[src/rtl/latch_driver.sv]
// rtl/latch_driver.sv - serializes a word onto a latch d/le pair with setup/strobe/hold timing
// Optional even-parity slot after the MSB is enabled with LATCH_DRIVER_PARITY_EN.
module latch_driver #(
    parameter int WIDTH      = 8,
    parameter int SETUP_CYC  = 1,
    parameter int STROBE_CYC = 2,
    parameter int HOLD_CYC   = 1
) (
    input  logic             clock,
    input  logic             reset,
    input  logic             in_valid,
    output logic             in_ready,
    input  logic [WIDTH-1:0] in_data,
    output logic             d_out,
    output logic             le_out,
    output logic             clr_out,
    output logic             busy,
    output logic             done
);

`ifdef LATCH_DRIVER_PARITY_EN
    localparam int NBITS = WIDTH + 1;
`else
    localparam int NBITS = WIDTH;
`endif
    localparam int BW = $clog2(WIDTH + 2);

    localparam logic [3:0]    SETUP_LAST  = 4'(SETUP_CYC - 1);
    localparam logic [3:0]    STROBE_LAST = 4'(STROBE_CYC - 1);
    localparam logic [3:0]    HOLD_LAST   = 4'(HOLD_CYC - 1);
    localparam logic [BW-1:0] BIT_LAST    = BW'(NBITS - 1);
    localparam logic [BW-1:0] BIT_ONE     = BW'(1);

    typedef enum logic [2:0] {
        IDLE,
        CLEAR,
        SETUP,
        STROBE,
        HOLD,
        DONE
    } state_t;

    state_t           state_q, state_d;
    logic [NBITS-1:0] sr_q, sr_d;
    logic [3:0]       cyc_q, cyc_d;
    logic [BW-1:0]    bit_q, bit_d;

    always_ff @(posedge clock or negedge reset) begin
        if (!reset) begin
            state_q <= IDLE;
            sr_q    <= '0;
            cyc_q   <= '0;
            bit_q   <= '0;
        end else begin
            state_q <= state_d;
            sr_q    <= sr_d;
            cyc_q   <= cyc_d;
            bit_q   <= bit_d;
        end
    end

    always_comb begin
        state_d  = state_q;
        sr_d     = sr_q;
        cyc_d    = cyc_q;
        bit_d    = bit_q;
        in_ready = 1'b0;
        d_out    = 1'b0;
        le_out   = 1'b0;
        clr_out  = 1'b0;
        busy     = 1'b1;
        done     = 1'b0;

        case (state_q)
            IDLE: begin
                in_ready = 1'b1;
                busy     = 1'b0;
                if (in_valid) begin
`ifdef LATCH_DRIVER_PARITY_EN
                    sr_d = {^in_data, in_data};
`else
                    sr_d = in_data;
`endif
                    cyc_d   = '0;
                    bit_d   = '0;
                    state_d = CLEAR;
                end
            end
            CLEAR: begin
                clr_out = 1'b1;
                cyc_d   = '0;
                state_d = SETUP;
            end
            SETUP: begin
                d_out = sr_q[0];
                if (cyc_q == SETUP_LAST) begin
                    cyc_d   = '0;
                    state_d = STROBE;
                end else begin
                    cyc_d = cyc_q + 4'd1;
                end
            end
            STROBE: begin
                d_out  = sr_q[0];
                le_out = 1'b1;
                if (cyc_q == STROBE_LAST) begin
                    cyc_d   = '0;
                    state_d = HOLD;
                end else begin
                    cyc_d = cyc_q + 4'd1;
                end
            end
            HOLD: begin
                d_out = sr_q[0];
                if (cyc_q == HOLD_LAST) begin
                    cyc_d = '0;
                    if (bit_q == BIT_LAST) begin
                        state_d = DONE;
                    end else begin
                        // Shifting here is what moves d_out, so it only ever changes on entry to SETUP.
                        sr_d    = sr_q >> 1;
                        bit_d   = bit_q + BIT_ONE;
                        state_d = SETUP;
                    end
                end else begin
                    cyc_d = cyc_q + 4'd1;
                end
            end
            DONE: begin
                done    = 1'b1;
                state_d = IDLE;
            end
            default: begin
                state_d = IDLE;
            end
        endcase
    end

endmodule

[config.mk]
export PLATFORM = sky130hd
export DESIGN_NAME = latch_driver
export DESIGN_NICKNAME = d
export VERILOG_FILES = /design/src/rtl/latch_driver.sv
export SDC_FILE = /design/constraint.sdc
export NUM_CORES = 1
export LEC_CHECK = 0
export ABC_AREA = 1
export CORE_MARGIN = 2
export CORE_UTILIZATION = 50
export CTS_CLUSTER_DIAMETER = 30
export DETAILED_ROUTE_END_ITERATION = 10
export DONT_BUFFER_PORTS = 1
export HOLD_SLACK_MARGIN = 0.02
export PLACE_DENSITY_LB_ADDON = 0.3
export SYNTH_ARGS = -nofsm -noshare
export SYNTH_HDL_FRONTEND = slang
export SYNTH_SLANG_ARGS = --single-unit
[constraint.sdc]
create_clock -name clock -period 3.4 [get_ports clock]
set_input_delay 0.34 -clock clock [delete_from_list [all_inputs] [get_ports clock]]
set_output_delay 0.34 -clock clock [all_outputs]
set_load 0.02 [all_outputs]
# --- After elaboration in Yosys (flattened, before gate mapping) ---
# Index checks and enable logic that the tools add are counted.
totals:
  ff_bits: 19
  out_inout_bits: 6
op_classes:
  addsub: 2
  eq_ne: 12
  muxes: 23
  reduce_logical: 9
op_table:
  columns: ["cell", "n"]
  rows:
  - ["8-bit two-way mux", 3]
  - ["4-bit two-way mux", 5]
  - ["4-bit one-hot mux with 4 select lines", 1]
  - ["8-bit one-hot mux with 2 select lines", 1]
  - ["3-bit two-way mux", 5]
  - ["3-bit one-hot mux with 5 select lines", 1]
  - ["2-bit != test (second input constant)", 5]
  - ["4-bit by 1-bit adder with 4-bit output (second input constant)", 2]
  - ["4-bit one-hot mux with 2 select lines", 1]
  - ["4-bit AND reduction", 2]
  - ["3-bit by 2-bit == test with 1-bit output (second input constant)", 2]
  - ["3-bit == test (second input constant)", 2]
  - ["1-bit two-way mux", 6]
  - ["4-bit by 1-bit == test with 1-bit output (second input constant)", 1]
  - ["4-bit by 3-bit == test with 1-bit output (second input constant)", 1]
  - ["4-bit zero test", 1]
  - ["4-bit nonzero test", 1]
  - ["3-bit by 1-bit == test with 1-bit output (second input constant)", 1]
  - ["3-bit zero test", 1]
  - ["3-bit OR reduction", 1]
  - ["2-bit AND reduction", 1]
  - ["2-bit nonzero test", 1]
  - ["2-bit OR reduction", 1]

# --- Logic depth before layout (Yosys ltp) ---
logic_depth:
  depth_word: 4
  ltp_mapped: 9
  mapped_depth_nobuf: 9

# --- Least setup slack after synthesis ---
# No wires, ideal clock.
synth_timing:
  path_type: "register to output"
  startpoint: "reg state_q[1]"
  endpoint: "out d_out"
  t_arrival_ns: 1.060
  required_ns: 3.060
  slack_ns: 2.000
  path_stages_with_launch: 6
  n_path_buf: 0
  cell_sequence: "dfrtp_1 > inv_2 > nand2_1 > nor2_2 > a21oi_1 > nor2_1"
synth_via:
  elab_chain_cells: 3
  word_cells_on_any_way: 5
  cone_classes: "eq/ne (3); mux (1); reduce/logical (1)"
synth_lines:
  columns: ["item", "line", "rtl"]
  rows:
  - ["from (decl)", "43", "state_t state_q, state_d;"]
  - ["from (signal assigned)", "55", "state_q <= state_d;"]
  - ["3-bit == test or 3-bit by 2-bit == test with 1-bit output (tied branches)", "74", "case (state_q)"]
  - ["3-bit OR reduction (no line) *", null, null]
  - ["1-bit two-way mux *", "74", null]
  - ["to (decl)", "14", "output logic d_out,"]
# Mark *: on every way between the ends. The rest lies on a longest branch, timed or not.

# --- Worst setup path after layout ---
# Same ends and word-level chain as after synthesis.

==> results.md <==
* # DRC at 0
* Share of cells above drive strength 1 at 6.667%
* Vias per cell at 5.254
* Die X at 52.81 um
* Period minus WS final at 1.862 ns
* Power density cells at 853.0 mW/mm2
* Core footprint at 0.002233 mm2
* H-tree depth at 1
* Multi-input logic area at 596.8 um2
* Post-synth top area cell: dfrtp_1
* Setup violators final at 0
* Total wire length at 2368 um
* Post-synthesis register bit count at 19
* FF+latch area at 475.5 um2
* N_diodes at 0
* Vias in the first global route at 952
* Final Hold Fails at 0
* Max IR drop VDD at 0.5664 mV
* Ys Warns at 0
* TritonRoute pass-1 iters at 4
* Max-slew violation count at 0
* Startpoint type of the worst setup path: flip-flop
* CP Class: flip-flop to output pin
* Final HPWL DP at 1735 um
* Net Count, Synth at 179
* Rows at 17
* Largest net degree at the start of global routing at 20
* CTS Sinks at 19
* WP data required at 3.06 ns
* CTS tree: yes
* Num CTS Buffers at 3
* Hold crit path type: input pin to flip-flop
* Antenna violations before repair at 0
* Clock skew at 0.003480 ns
* Setup Fix Bufs, Post-CTS at 0
* Max clock buf depth at 2
* Synth top area share at 39.92%
* Die Area at 0.002789 mm2
* 1st-iter DRT viols at 18
* Overall fraction of global-route tracks in use at 19.69%
* GPL Wtd Cong at 0.8289
* Synth top area cells: dfrtp_1 40%, nand2_1 16%, o21bai_1 8.2%
* RSZ-0062 raised after global routing: no
* Slew Limit Headroom at 41.28%
* Final setup TNS at 0 ns
* Least-Margin Pin Slew at 0.8778 ns
* Critical path arrival at 1.52 ns
* Die Ht at 52.81 um
* Area delta synth->final at 3.571%
* Buffers on Ports at 0
* Clk_lat worst skew at 0.30 ns
* Vias at 1014
* Fmax at 0.5370 GHz
* First-pass GRT wire length at 4008 um
* Status: completed
* Avg Cell Area, Syn at 7.263 um2
* Antenna Violating Nets Remaining at 0
* Number of distinct library cells after synthesis at 20
* Seq/Total Area, Yosys at 39.92%
* CP endpoint kind: output pin
* Fin crit share at 54.77%
* # nets final at 181
* Initial cell density of the core at 53.33%
* Mapped cell area at 0.001191 mm2
* Grt ovf at 0
* Post-Syn Instances at 164
* Worst R2R Setup Slack at 1.62 ns
* Root Driver: clkbuf_4
* Ports at 17
* # fillers at 226
* WL/cell at 12.27 um
* Clk pin slew, worst setup/hold paths at 0.11 ns
* Placed Area at 0.001197 mm2
* Max_cap viols at 0
* Post-route cell area at 0.001234 mm2
* Crit Path Max Fanout at 6
* Pleak at 0.0006831 uW
## cells by family after synthesis
| logic type | count (synthesis) | share of synthesized area (%) |
|---|---|---|
| compound gates | 25 | 13.97 |
| xor+xnor | 3 | 2.206 |
| fa+ha+maj | 4 | 4.202 |
| buf+inv | 28 | 9.979 |
| flops | 19 | 39.92 |
| simple gates | 85 | 29.73 |
## layout make-up
cell class / instances / share of cell area, %
clock buffer: 4 / 2.130
tap: 28 / 2.840
timing repair buffer: 1 / 0.8114
multi-input combinational: 117 / 48.38
sequential: 19 / 38.54
inverter: 24 / 7.302
## critical path, stage by stage (launching register included)
cell and delay, ns:
dfrtp_1 0.47, inv_2 0.08, nand2_1 0.11, nor2_2 0.16
a21oi_1 0.08, nor2_1 0.32
## synthesized netlist by cell type, drive strengths merged
cell and count:
xnor2 1, nor2 14, nand4 2, xor2 2
o21ai 8, nand2 55, inv 24, dfrtp 19
nand3 14, o21bai 14, ha 4, buf 4
o22ai 2, a21oi 1
## worst paths after layout
path	start	endpoint	cells after the start
min in group asynchronous	reset	sr_q[1]$_DFFE_PN0P_	1
max reg2reg	bit_q[0]$_DFFE_PN0P_	bit_q[0]$_DFFE_PN0P_	6
max in group asynchronous	reset	bit_q[0]$_DFFE_PN0P_	1
min	in_data[7]	sr_q[7]$_DFFE_PN0P_	2
min reg2reg	cyc_q[0]$_DFFE_PN0P_	cyc_q[0]$_DFFE_PN0P_	2
max	state_q[1]$_DFFE_PN0P_	d_out	5
## flip-flops by register name, summed over array words and instances, names as in the netlist
register / flops
sr_q: 8
bit_q: 4
cyc_q: 4
state_q: 3
## power breakdown
part           switching (uW)  internal, uW  total [uW]
Clock                    71.2          45.7         117
Combinational             394           174         567
Sequential               59.0           309         368
Total                     524           528        1050
## what timing repair did
item                       CTS  global route
hold buffers                 1             0
resized for setup            0             0
setup endpoints to repair    0             0
hold endpoints to repair    19             0
## layout by cell type (no fill, tap or decap)
cell type,n
xnor2_1,1
o21ai_0,8
dlygate4sd3_1,1
o21bai_2,1
a21oi_1,1
nor2_1,12
nand2_1,52
nor2_2,2
nand4_1,2
clkbuf_1,1
dfrtp_1,19
inv_1,22
clkbuf_4,3
o22ai_1,2
nand2_2,3
inv_2,2
xor2_1,2
ha_1,4
nand3_1,14
o21bai_1,13
## metrics by stage
stage                     hold slack [ns]  std cells  worst slack, ns  power (uW)  util, %
after floorplan                   0.04441        164            2.000       857.8        -
after global placement            0.04500        188            1.718       918.5    53.61
after detailed placement          0.04496        188            1.643       938.7    53.61
after CTS                          0.1748        193            1.521        1062    55.24
after global routing               0.2002        193            1.426        1167    55.24
final                              0.1806        193            1.538        1052    55.24
## per-layer routing
metal / vias to the layer above / wire length [um] / global-route usage, %
met1: 477 / 1056 / 23.93
li1: 517 / - / -
met3: 2 / 117 / 3.429
met4: 0 / 19 / 8.974
met5: - / 0 / 0
met2: 18 / 1175 / 33.54
No activity file was read; power rests on OpenSTA's default activity.
